[src/rtl/hazard_pkg.sv]
// Shared constants and the in-flight entry layout for the hazard scoreboard.
package hazard_pkg;

  localparam logic [6:0] OP_BRANCH = 7'b1100011;
  localparam logic [6:0] OP_JALR   = 7'b1100111;
  localparam logic [6:0] OP_JAL    = 7'b1101111;
  localparam logic [6:0] OP_LOAD   = 7'b0000011;

  localparam int unsigned CAUSE_REGA   = 0;
  localparam int unsigned CAUSE_REGB   = 1;
  localparam int unsigned CAUSE_MEM    = 2;
  localparam int unsigned CAUSE_BRANCH = 3;
  localparam int unsigned CAUSE_W      = 4;

  // Entry fields are sized for the widest supported configuration; narrower
  // indices and addresses are zero-extended on the way in.
  localparam int unsigned SB_REG_W = 8;
  localparam int unsigned SB_MEM_W = 32;

  typedef struct packed {
    logic                valid;
    logic [SB_REG_W-1:0] dest;
    logic [SB_MEM_W-1:0] mem_dest;
    logic                is_branch;
    logic                is_load;
  } sb_entry_t;

  function automatic logic is_branch_op(input logic [6:0] op);
    return (op == OP_BRANCH) || (op == OP_JALR) || (op == OP_JAL);
  endfunction

endpackage

[src/rtl/hazard_match.sv]
// Compares one key against DEPTH enabled entries; a zero key never matches.
module hazard_match #(
  parameter int unsigned DEPTH = 3,
  parameter int unsigned W     = 5
) (
  input  logic [W-1:0]       i_key,
  input  logic [DEPTH*W-1:0] i_vec,
  input  logic [DEPTH-1:0]   i_en,
  output logic               o_hit_c
);

  always_comb begin
    o_hit_c = 1'b0;
    for (int unsigned i = 0; i < DEPTH; i++) begin
      if (i_en[i] && (i_vec[i*W +: W] == i_key)) o_hit_c = 1'b1;
    end
    if (i_key == '0) o_hit_c = 1'b0;
  end

endmodule

[src/rtl/hazard_scoreboard.sv]
// In-order issue hazard scoreboard: register/memory RAW and branch-shadow stalls.
// Define FORWARD_EN to limit register hazards to load-use against entry 0.
module hazard_scoreboard
  import hazard_pkg::*;
#(
  parameter int unsigned DEPTH         = 3,
  parameter int unsigned REG_AW        = 5,
  parameter int unsigned MEM_AW        = 20,
  parameter int unsigned BRANCH_SHADOW = 3,
  parameter int unsigned CNT_W         = 32
) (
  input  logic                       clk,
  input  logic                       rst,
  input  logic                       issue_valid,
  output logic                       issue_ready,
  input  logic [REG_AW-1:0]          reg_src_a,
  input  logic [REG_AW-1:0]          reg_src_b,
  input  logic [REG_AW-1:0]          reg_dest,
  input  logic [MEM_AW-1:0]          mem_src,
  input  logic [MEM_AW-1:0]          mem_dest,
  input  logic [6:0]                 opcode,
  input  logic                       flush,
  output logic                       stall,
  output logic [CAUSE_W-1:0]         stall_cause,
  output logic [$clog2(DEPTH+1)-1:0] occupancy,
  output logic [CNT_W-1:0]           stall_cycles
);

  localparam int unsigned OCC_W = $clog2(DEPTH + 1);

  sb_entry_t              r_q [DEPTH];
  logic [CNT_W-1:0]       r_cnt;

  logic [DEPTH*SB_REG_W-1:0] w_dest_vec;
  logic [DEPTH*SB_MEM_W-1:0] w_mdest_vec;
  logic [DEPTH-1:0]          w_valid;
  logic [DEPTH-1:0]          w_branch;
  logic [DEPTH-1:0]          w_reg_en;
  logic                      w_hit_a;
  logic                      w_hit_b;
  logic                      w_hit_mem;
  logic                      w_hit_br;
  logic                      w_hazard;
  logic                      w_accept;
  sb_entry_t                 w_new;
  logic [OCC_W-1:0]          w_occ;

  // Flatten the queue for the comparators.
  always_comb begin
    w_dest_vec  = '0;
    w_mdest_vec = '0;
    w_valid     = '0;
    w_branch    = '0;
    w_occ       = '0;
    for (int unsigned i = 0; i < DEPTH; i++) begin
      w_dest_vec[i*SB_REG_W +: SB_REG_W]  = r_q[i].dest;
      w_mdest_vec[i*SB_MEM_W +: SB_MEM_W] = r_q[i].mem_dest;
      w_valid[i]  = r_q[i].valid;
      w_branch[i] = r_q[i].is_branch;
      w_occ       = w_occ + OCC_W'(r_q[i].valid);
    end
  end

  always_comb begin
    w_reg_en = '0;
`ifdef FORWARD_EN
    w_reg_en[0] = r_q[0].valid && r_q[0].is_load;
`else
    w_reg_en = w_valid;
`endif
  end

  hazard_match #(.DEPTH(DEPTH), .W(SB_REG_W)) u_match_a (
    .i_key(SB_REG_W'(reg_src_a)), .i_vec(w_dest_vec), .i_en(w_reg_en), .o_hit_c(w_hit_a)
  );
  hazard_match #(.DEPTH(DEPTH), .W(SB_REG_W)) u_match_b (
    .i_key(SB_REG_W'(reg_src_b)), .i_vec(w_dest_vec), .i_en(w_reg_en), .o_hit_c(w_hit_b)
  );
  hazard_match #(.DEPTH(DEPTH), .W(SB_MEM_W)) u_match_mem (
    .i_key(SB_MEM_W'(mem_src)), .i_vec(w_mdest_vec), .i_en(w_valid), .o_hit_c(w_hit_mem)
  );

  always_comb begin
    w_hit_br    = |(w_valid[BRANCH_SHADOW-1:0] & w_branch[BRANCH_SHADOW-1:0]);
    w_hazard    = w_hit_a || w_hit_b || w_hit_mem || w_hit_br;
    issue_ready = !rst && !flush && !w_hazard;
    stall       = issue_valid && !issue_ready;
    w_accept    = issue_valid && issue_ready;
    stall_cause = '0;
    if (stall && !rst) begin
      stall_cause[CAUSE_REGA]   = w_hit_a;
      stall_cause[CAUSE_REGB]   = w_hit_b;
      stall_cause[CAUSE_MEM]    = w_hit_mem;
      stall_cause[CAUSE_BRANCH] = w_hit_br;
    end
    w_new           = '0;
    w_new.valid     = 1'b1;
    w_new.dest      = SB_REG_W'(reg_dest);
    w_new.mem_dest  = SB_MEM_W'(mem_dest);
    w_new.is_branch = is_branch_op(opcode);
    w_new.is_load   = (opcode == OP_LOAD);
    occupancy       = w_occ;
    stall_cycles    = r_cnt;
  end

  // Queue shifts every cycle; a stalled or empty slot enters as a bubble.
  always_ff @(posedge clk) begin
    if (rst) begin
      for (int unsigned i = 0; i < DEPTH; i++) r_q[i] <= '0;
      r_cnt <= '0;
    end else begin
      if (flush) begin
        for (int unsigned i = 0; i < DEPTH; i++) r_q[i] <= '0;
      end else begin
        for (int unsigned i = 1; i < DEPTH; i++) r_q[i] <= r_q[i-1];
        r_q[0] <= w_accept ? w_new : '0;
      end
      if (stall && (r_cnt != '1)) r_cnt <= r_cnt + CNT_W'(1);
    end
  end

endmodule

[config.mk]
export PLATFORM = sky130hd
export DESIGN_NAME = hazard_scoreboard
export DESIGN_NICKNAME = d
export VERILOG_FILES = /design/src/rtl/hazard_pkg.sv /design/src/rtl/hazard_match.sv /design/src/rtl/hazard_scoreboard.sv
export SDC_FILE = /design/constraint.sdc
export NUM_CORES = 1
export LEC_CHECK = 0
export ABC_AREA = 1
export BUFFER_PORTS_ARGS = -buffer_cell sky130_fd_sc_hd__buf_2
export CELL_PAD_IN_SITES_DETAIL_PLACEMENT = 1
export CELL_PAD_IN_SITES_GLOBAL_PLACEMENT = 2
export CORE_MARGIN = 4
export CORE_UTILIZATION = 32
export DETAILED_ROUTE_END_ITERATION = 6
export GPL_ROUTABILITY_DRIVEN = 0
export PLACE_DENSITY_LB_ADDON = 0.12
export REMOVE_ABC_BUFFERS = 1
export SYNTH_ARGS = -nofsm -noshare
export SYNTH_HDL_FRONTEND = slang
export SYNTH_HIERARCHICAL = 1
export SYNTH_SLANG_ARGS = --single-unit
[constraint.sdc]
create_clock -name clk -period 2.9 [get_ports clk]
set_clock_uncertainty 0.1 [all_clocks]
set_input_delay 0.435 -clock clk [delete_from_list [all_inputs] [get_ports clk]]
set_output_delay 0.435 -clock clk [all_outputs]
set_load 0.03 [all_outputs]
# Word-level counts from Yosys, hierarchy flattened
# Memories as Yosys holds them, arrays and structs flattened.
# Cells that the tools add are included.
[word_totals]
regBits = 32
ramBits = 129
inputBits = 66
output_inout_bits = 40
mem_count = 1
[mem_list]
columns = ["memory", "depth", "width", "read_ports", "rd_ports_with_merged_regs", "wr", "line_no", "source"]
rows = [
  ["r_q", 3, 43, 3, 0, 3, "hazard_scoreboard.sv:31", "sb_entry_t r_q [DEPTH];"],
]
[classes]
n_addsub = 3
eq_ne = 14
n_mux = 28
n_bitwise = 7
reduce_logical = 28
[ops]
columns = ["operator", "count"]
rows = [
  ["43-bit 2-to-1 mux", 7],
  ["32-bit by 20-bit equality test with 1-bit output", 3],
  ["8-bit by 5-bit equality test with 1-bit output", 6],
  ["32-bit by 1-bit adder with 32-bit output (second input constant)", 1],
  ["32-bit logical NOT", 1],
  ["32-bit != test (second input constant)", 1],
  ["7-bit equality test (second input constant)", 3],
  ["1-bit 2-to-1 mux", 20],
  ["8-bit logical NOT", 2],
  ["1-bit logical AND", 15],
  ["7-bit by 2-bit equality test with 1-bit output (second input constant)", 1],
  ["1-bit bitwise OR", 6],
  ["1-bit logical OR", 5],
  ["1-bit logical NOT", 4],
  ["4-bit 2-to-1 mux", 1],
  ["3-bit bitwise AND", 1],
  ["3-bit OR reduction", 1],
  ["1-bit by 1-bit adder with 2-bit output", 1],
  ["2-bit by 1-bit adder with 2-bit output", 1],
]

# Depth between registers and ports, before layout
# Gate-level depths: netlist of run 1.
# An unclocked memory read counts as a cell.
[depth]
ltp_word = 16
depth_mapped = 21

# By module
# The synthesis of run 1 kept the hierarchy.
[modules_own_cells]
columns = ["module", "n_inst", "cells_each", "area_each_um2", "seq_area_each_um2"]
rows = [
  ["hazard_scoreboard", 1, 673, 5408.9, 3072.9],
  ["hazard_match at u_match_mem", 1, 397, 1737.9, 0.0],
  ["hazard_match at u_match_a ...", 2, 96, 441.7, 0.0],
]

# Worst setup path after synthesis of run 1
# Ideal clock, no wire load.
[synth_path]
path_type = "input -> output"
startpoint = "input port mem_src[9]"
endpoint = "output port stall_cause[0]"
arrival_ns = 2.472
required_ns = 2.365
slack_ns = -0.107
stages = 18
path_buffers = 0
path_cell_list = "inv_1 > or2_2 > nand3_1 > nor2_1 > nand2_1 > nor2_1 > nand3_1 > nand3_1 > nand2_1 > inv_1 > inv_1 > nand3_1 > nor2_2 > nor2_2 > inv_1 > nor2_1 > inv_1 > nor2_1"
[synth_between]
elab_chain_len = 14
word_cells_on_any_way = 19
cone_classes = "3 x eq/ne; 5 x mux; 11 x reduce/logical"
[synth_lines]
columns = ["item", "line_no", "source"]
rows = [
  ["start, declared", "hazard_scoreboard.sv:19", "input logic [MEM_AW-1:0] mem_src,"],
  ["32-bit by 20-bit equality test with 1-bit output", "hazard_match.sv:15", "if (i_en[i] && (i_vec[i*W +: W] == i_key)) o_hit_c = 1'b1;"],
  ["1-bit logical AND", "hazard_match.sv:15", ""],
  ["1-bit 2-to-1 mux (3 in series)", "hazard_match.sv:15", ""],
  ["1-bit 2-to-1 mux (*)", "hazard_match.sv:17", "if (i_key == '0) o_hit_c = 1'b0;"],
  ["net w_hit_mem", "hazard_scoreboard.sv:41", "logic w_hit_mem;"],
  ["1-bit logical OR (*) (2 in series)", "hazard_scoreboard.sv:85", "w_hazard = w_hit_a || w_hit_b || w_hit_mem || w_hit_br;"],
  ["1-bit logical NOT (*)", "hazard_scoreboard.sv:86", "issue_ready = !rst && !flush && !w_hazard;"],
  ["1-bit logical AND (*)", "hazard_scoreboard.sv:86", ""],
  ["net issue_ready", "hazard_scoreboard.sv:15", "output logic issue_ready,"],
  ["1-bit logical NOT (*)", "hazard_scoreboard.sv:87", "stall = issue_valid && !issue_ready;"],
  ["1-bit logical AND (*)", "hazard_scoreboard.sv:87", ""],
  ["net stall", "hazard_scoreboard.sv:23", "output logic stall,"],
  ["1-bit logical AND (*)", "hazard_scoreboard.sv:90", "if (stall && !rst) begin"],
  ["4-bit 2-to-1 mux (*)", "hazard_scoreboard.sv:90", ""],
  ["end, declared", "hazard_scoreboard.sv:24", "output logic [CAUSE_W-1:0] stall_cause,"],
]
# Mark *: on every way through the listed nets, which the timed path passes. The rest lies on a longest branch.

==> results of run 1 <==
[placed cells by master, fill, tap and decap left out, types with 8 or more instances in the layout]
master	n
xnor2_1	28
clkbuf_16	17
inv_1	249
buf_2	99
clkinv_1	9
inv_2	32
nand3_1	36
nand4_1	15
conb_1	247
nand2_1	405
o22ai_1	12
nand2_2	16
nor2_4	8
o21ai_0	9
nor2_1	230
edfxtp_1	81
dfxtp_1	32
nor2_2	14
xor2_1	25
buf_4	32
nor4_1	9
[where the power goes]
group / leakage, uW / total, uW / switching, uW / internal [uW]
Sequential: 0.00110 / 1920 / 96.6 / 1830
Combinational: 0.00422 / 829 / 528 / 301
Clock: 0.000280 / 2130 / 793 / 1330
[metal layers]
metal / global-route usage / up-vias
li1: - / 4267
met1: 0.217 / 3704
met2: 0.335 / 103
met3: 0.0374 / 13
met4: 0.0395 / 2
met5: 0 / -
[timing repair]
action | in CTS | in global routing
pin swaps | 12 | 25
endpoints found under the setup margin | 6 | 6
resized for setup | 31 | 17
setup buffers | 6 | 4
[worst reg2reg max path, delay by kind of cell (launching register included)]
| kind | cells | cell delay (ns) |
|---|---|---|
| buffers and inverters | 7 | 0.67 |
| flip-flops | 1 | 0.45 |
| AO/OA/AOI/OAI | 1 | 0.15 |
| AND/OR/NAND/NOR | 14 | 1.04 |
[cells by family (layout without fill, tap and decap cells)]
group,Yosys count,after routing
adder cells (fa/ha/maj),2,2
other,2,247
flip-flops,113,113
AND/OR/NAND/NOR,748,748
AO/OA/AOI/OAI,38,38
XOR/XNOR,54,54
buffers and inverters,305,462
[sequential cells by signal (all words and copies together), names as in the netlist]
name and flops:
r_q 81, stall_cycles 32
[final timing paths]
kind                   start              end  slack, ns  depth (start not counted)
max               r_q[0][19]   stall_cause[0]      -0.13                         21
min             mem_dest[12]       r_q[0][14]       0.21                          3
max reg2reg       r_q[0][19]  stall_cycles[6]       0.37                         22
min reg2reg  stall_cycles[1]  stall_cycles[1]       0.45                          4
[metrics by stage]
step / utilization / hold WS (ns)
finish: 0.441 / 0.207
global route: 0.441 / 0.195
CTS: 0.438 / 0.195
detailed placement: 0.410 / 0.445
global placement: 0.410 / 0.435
floorplan: - / 0.445
[layout make-up]
type | instances | area [sq um] | share of cell area
sequential | 113 | 3070 | 0.284
clock inverter | 12 | 143 | 0.0132
tap | 324 | 405 | 0.0374
timing repair buffer | 142 | 895 | 0.0826
inverter | 289 | 1080 | 0.100
multi-input combinational | 1089 | 4790 | 0.443
clock buffer | 19 | 433 | 0.0400
==> summary.md, run 1 <==
| Metric | Value |
|---|---|
| Max Buffers Root-to-Sink | `2` |
| Max-Cap Viols | `0` |
| Type of origin of the critical path | `flip-flop` |
| Most numerous cell on the critical path | `inv_2` |
| Overall routed net length | `24500 um` |
| Synth area leader | `edfxtp_1` |
| Count leader, synth | `nand2_1` |
| I/O pin cnt | `106` |
| Post-synth top flop | `edfxtp_1` |
| Inst Count DP | `1951` |
| Placeable Area | `24500 sq um` |
| Area added between synthesis and finish | `34.8%` |
| Critical Path, Cell by Cell | `buf_6 -> nand2_2 -> nand2_2 -> inv_2 -> nand2_2 -> nor2_4 -> nand2_1 -> nor2_1 -> nand3_1 -> nand3_2 -> nand2_2 -> inv_2 -> inv_2 -> nand3_2 -> nor2_4 -> nor2_4 -> inv_2 -> nor2_4 -> inv_2 -> nor2_1 -> buf_4` |
| WS Path Type | `flip-flop to output pin` |
| RSZ-0062 raised after global routing | `true` |
| Nature of the critical path endpoint | `output pin` |
| Die ar. | `27700 sq um` |
| Critical path required time | `2.37 ns` |
| Max Fanout on Critical Path | `3` |
| Top Layer Used | `met5` |
| Post-route DRC | `0` |
| Max Freq | `around 0.33 GHz` |
| Initial Util | `0.327` |
| Total number of vias | `slightly above 8000` |
| Slowest cell delay on critical path | `0.45 ns` |
| Clk root buf | `clkbuf_16` |
| DP Wirelength | `roughly 20000 um` |
| Seq cells post-synth | `113` |
| Yosys warning total | `6` |
| Count of different cell masters after synthesis | `36` |
| Synth Area in Adders | `0.00405` |
| Syn Area/Cell | `6.36 sq um` |
| Setup-failing EPs final | `5` |
| Pwr Density | `451 nW/um^2` |
| Slew headroom | `0.557` |
| Worst Path Buf+Inv | `7` |
| Final instance area | `10800 sq um` |
| Tcrit/Tclk final | `1.04` |
| Chip Width | `166 um` |
| CTS tree | `built` |
| Synth Cell Area | `8030 sq um` |
| HP Class | `input port to flip-flop` |
| Number of diodes | `0` |
| Post-synthesis xor/xnor area fraction | `0.0589` |
| Final net count | `1720` |
| Initial DRC Count | `302` |
| Clock slew at reported path FFs | `0.06 ns` |
| Top cells by area, synth | `edfxtp_1 (30%), nand2_1 (19%), inv_1 (12%), nor2_1 (11%), dfxtp_1 (8.0%)` |
| Final Power | `4880 uW` |
| CTS Hold Bufs | `0` |
| Worst Max-Slew Pin Slew | `0.664 ns` |
| Gate Count Post-Synth | `1262` |
| Area share of the largest cell type after synthesis | `0.303` |
| Drt first pass iters | `5` |
| Final hold vios | `0` |
| Rows | `57` |
| Wire per inst | `12.3 um` |
| Failing checks | `negative setup slack` |
| Metal1 wirelength | `10700 um` |
| EDFF count, synth | `81` |
| Routed wl met2 | `12800 um` |
| Simple-Gate Fraction of Synth Area | `0.378` |
| DRT antenna net count | `0` |
| Asr flop ratio synth | `0` |
| Filler instances | `3395` |
| Slowest stage cell, crit path | `edfxtp_1` |
| Outcome | `complete, but fails checks` |
| Largest family of logic cells by synthesized area | `simple AND/OR/NAND/NOR gates` |
| Overall Global Routing Usage | `0.181` |
| First-pass GRT wire length | `40500 um` |
| Seq/Total Area, Yosys | `0.383` |
| Mux share of post-synthesis cell area | `0` |
| Post-synth top cells | `nand2_1 (412), inv_1 (257), nor2_1 (237), edfxtp_1 (81), nand3_1 (41)` |
| Lkg Pwr | `0.00560 uW` |
| Vias in the first global route | `8388` |
| Placed cell area | `roughly 10000 sq um` |
| Setup WS post-layout | `-0.129 ns` |
| Detail Route met3 WL | `836 um` |
| Compound-Gate Fraction of Synth Area | `0.0285` |
| Slew Viols, Final | `0` |
| Via-per-instance ratio | `4.07` |
| Non-filler cells, final | `1988` |
| Top delay family on crit path | `simple AND/OR/NAND/NOR gates` |
| VDD IR max | `0.275 mV` |
| Minimum clock period | `3.03 ns` |
| Setup TNS | `-0.452 ns` |
| Largest net degree at the start of global routing | `55` |
| Clk sink count | `113` |
| GR Overflow Total | `0` |
| TritonCTS Buffers | `17` |
| IO buf count | `105` |
| Skew-Pair Late Insertion Delay | `0.42 ns` |
| Initial antenna violation count | `1` |
| Height of the chip | `~170 um` |
| Share of post-route cells with drive strength above 1 | `0.153` |
| H-tree depth | `4` |
| Dpl ws | `-0.166 ns` |
| Crit path DAT | `around 2.5 ns` |
No activity file was read; power rests on OpenSTA's default activity.
==> run 2: changes to the inputs <==
--- a/config.mk
+++ b/config.mk
@@ -10,7 +10,7 @@
 export CELL_PAD_IN_SITES_DETAIL_PLACEMENT = 1
 export CELL_PAD_IN_SITES_GLOBAL_PLACEMENT = 2
 export CORE_MARGIN = 4
-export CORE_UTILIZATION = 32
+export CORE_UTILIZATION = 34
 export DETAILED_ROUTE_END_ITERATION = 6
 export GPL_ROUTABILITY_DRIVEN = 0
 export PLACE_DENSITY_LB_ADDON = 0.12
==> constraint.sdc (replaced) <==
create_clock -name clk -period 3.9 [get_ports clk]
set_clock_uncertainty 0.1 [all_clocks]
set_input_delay 0.585 -clock clk [delete_from_list [all_inputs] [get_ports clk]]
set_output_delay 0.585 -clock clk [all_outputs]
set_load 0.03 [all_outputs]
==> run 2 against run 1 <==
  * The flow now finishes without violations
  * Sequential share of layout area up 1.2 points
  * Critical path depth decreased by 1
  * Combinational power down 32%
  * Clock power down 26%
  * Routed wire length is 1.9% lower
  * First-iteration DRC count shrank 5.3%
  * Worst setup slack improved by 0.42 ns
  * Sequential cell count unchanged
  * Cell area down 4.1%
  * Via count shrank 1.9%
==> summary.md, run 2 (synthesis results as in run 1) <==
| Metric | Value |
|---|---|
| DP Wirelength | `19200 um` |
| H-tree depth | `4` |
| VDD IR max | `about 0.23 mV` |
| Register share of total power | `0.402` |
| First-pass GRT wire length | `39800 um` |
| Non-filler cells, final | `between 1500 and 2000` |
| Worst Max-Slew Pin Slew | `1.15 ns` |
| Hold_sp | `mem_dest[10]` |
| CTS Hold Bufs | `0` |
| Post-CTS Setup Repair Bufs | `0` |
| Slew headroom | `0.233` |
| Clk root buf | `clkbuf_16` |
| Clock slew at reported path FFs | `about 0.060 ns` |
| Skew-Pair Late Insertion Delay | `0.42 ns` |
| DRT antenna net count | `0` |
| Switching share of power | `0.301` |
| Final net count | `1685` |
| CP startpoint | `r_q[0][13]` |
| GR Overflow Total | `0` |
| Internal Power | `2490 uW` |
| Worst Path Buf+Inv | `6` |
| Tcrit/Tclk final | `0.924` |
| Drt first pass iters | `4` |
| Cts repair resizes | `0` |
| Placeable Area | `~23000 sq um` |
| Final Power | `about 3600 uW` |
| Chip Width | `162 um` |
| Initial Util | `0.350` |
| Critical Path, Cell by Cell | `nand2_1 -> nand2_1 -> clkinv_1 -> nand2_1 -> nor2_2 -> nand2_1 -> nor2_1 -> nand3_1 -> nand3_1 -> nand2_1 -> inv_1 -> inv_1 -> nand3_1 -> nor2_2 -> nor2_4 -> inv_1 -> nor2_1 -> inv_1 -> nor2_1 -> clkbuf_4` |
| Most numerous cell on the critical path | `nand2_1` |
| WS Path Type | `flip-flop to output pin` |
| CTS tree | `built` |
| Die ar. | `26100 sq um` |
| Combinational power share | `0.159` |
| Setup WS post-layout | `roughly 0.30 ns` |
| IO buf count | `about 110` |
| Outcome | `completed` |
| Crit path DAT | `2.92 ns` |
| Max Buffers Root-to-Sink | `2` |
| Overall routed net length | `between 20000 and 25000 um` |
| Vias in the first global route | `8330` |
| Max Fanout on Critical Path | `3` |
| HP Class | `input port to flip-flop` |
| Nature of the critical path endpoint | `output pin` |
| Area added between synthesis and finish | `29.3%` |
| Hold slack | `about 0.36 ns` |
| Max-Cap Viols | `0` |
| Type of origin of the critical path | `flip-flop` |
| Max Freq | `roughly 0.28 GHz` |
| Clk sink count | `113` |
| Top delay family on crit path | `simple AND/OR/NAND/NOR gates` |
| Critical path required time | `3.21 ns` |
| Most frequent cells in the layout | `nand2_1 (412), inv_1 (257), conb_1 (247), nor2_1 (236), buf_2 (104)` |
| Share of post-route cells with drive strength above 1 | `0.119` |
| Initial DRC Count | `286` |
| TritonCTS Buffers | `17` |
| FF-to-FF Start | `r_q[0][17]` |
| Via-per-instance ratio | `4.08` |
| Slowest stage cell, crit path | `edfxtp_1` |
| Dpl ws | `0.261 ns` |
| Lkg Pwr | `0.00538 uW` |
| Largest register by flop count | `r_q` |
| Sw Pwr | `1070 uW` |
| I/O pin cnt | `106` |
| Clock power frac | `0.440` |
| Setup-failing EPs final | `0` |
| Slowest cell delay on critical path | `around 0.43 ns` |
| Commonest non-fill, non-tap cell in the layout | `nand2_1` |
| Post-route DRC | `0` |
| Initial antenna violation count | `0` |
| Minimum clock period | `3.60 ns` |
| Rows | `55` |
| Height of the chip | `about 160 um` |
| Inst Count DP | `1911` |
| Slew Viols, Final | `0` |
| Max FFs per register | `81` |
| Total number of vias | `7936` |
| Largest net degree at the start of global routing | `60` |
| Overall Global Routing Usage | `0.190` |
| Final hold vios | `0` |
| Wire per inst | `12.4 um` |
| Pwr Density | `approximately 340 nW/um^2` |
-- run 2: tightest hold or removal path: cells and delay by family --
family | cells | cell delay, ns
buffers and inverters | 2 | 0.10
AND/OR/NAND/NOR | 1 | 0.08
-- run 2: final timing paths --
kind                      to  slack, ns  depth (start not counted)
max reg2reg  stall_cycles[0]       1.06                         20
min reg2reg  stall_cycles[1]       0.46                          4
max           stall_cause[2]       0.30                         20
min               r_q[0][12]       0.36                          3
-- run 2: stage by stage --
step,TNS (ns),util,instance area (sq um)
2_1_floorplan,0,-,8860
3_3_place_gp,0,0.427,9790
3_5_place_dp,0,0.427,9790
4_1_cts,0,0.453,10400
5_1_grt,-0.0137,0.453,10400
6_report,0,0.453,10400
-- run 2: power by group through the flow --
stage	combinational (uW)	clock [uW]	sequential [uW]
after floorplan	344	0	1480
after global placement	545	0	1460
after detailed placement	557	0	1460
after CTS	560	1610	1440
after global routing	655	1670	1450
final	566	1570	1430
-- run 2: per-layer routing --
metal,GRT usage,up-vias,share of wire
met2,0.355,99,0.51
li1,-,4202,-
met1,0.226,3612,0.45
met4,0.0504,0,0.014
met3,0.0340,23,0.031
met5,0,-,0
-- run 2: area by class of cell --
| type | count | area (sq um) |
|---|---|---|
| antenna | 1 | 2.50 |
| clock buffer | 18 | 429 |
| clock inverter | 14 | 155 |
| fill | 3238 | 12500 |
| inverter | 289 | 1080 |
| multi-input combinational | 1089 | 4710 |
| sequential | 113 | 3070 |
| tap | 313 | 392 |
| timing repair buffer | 107 | 543 |
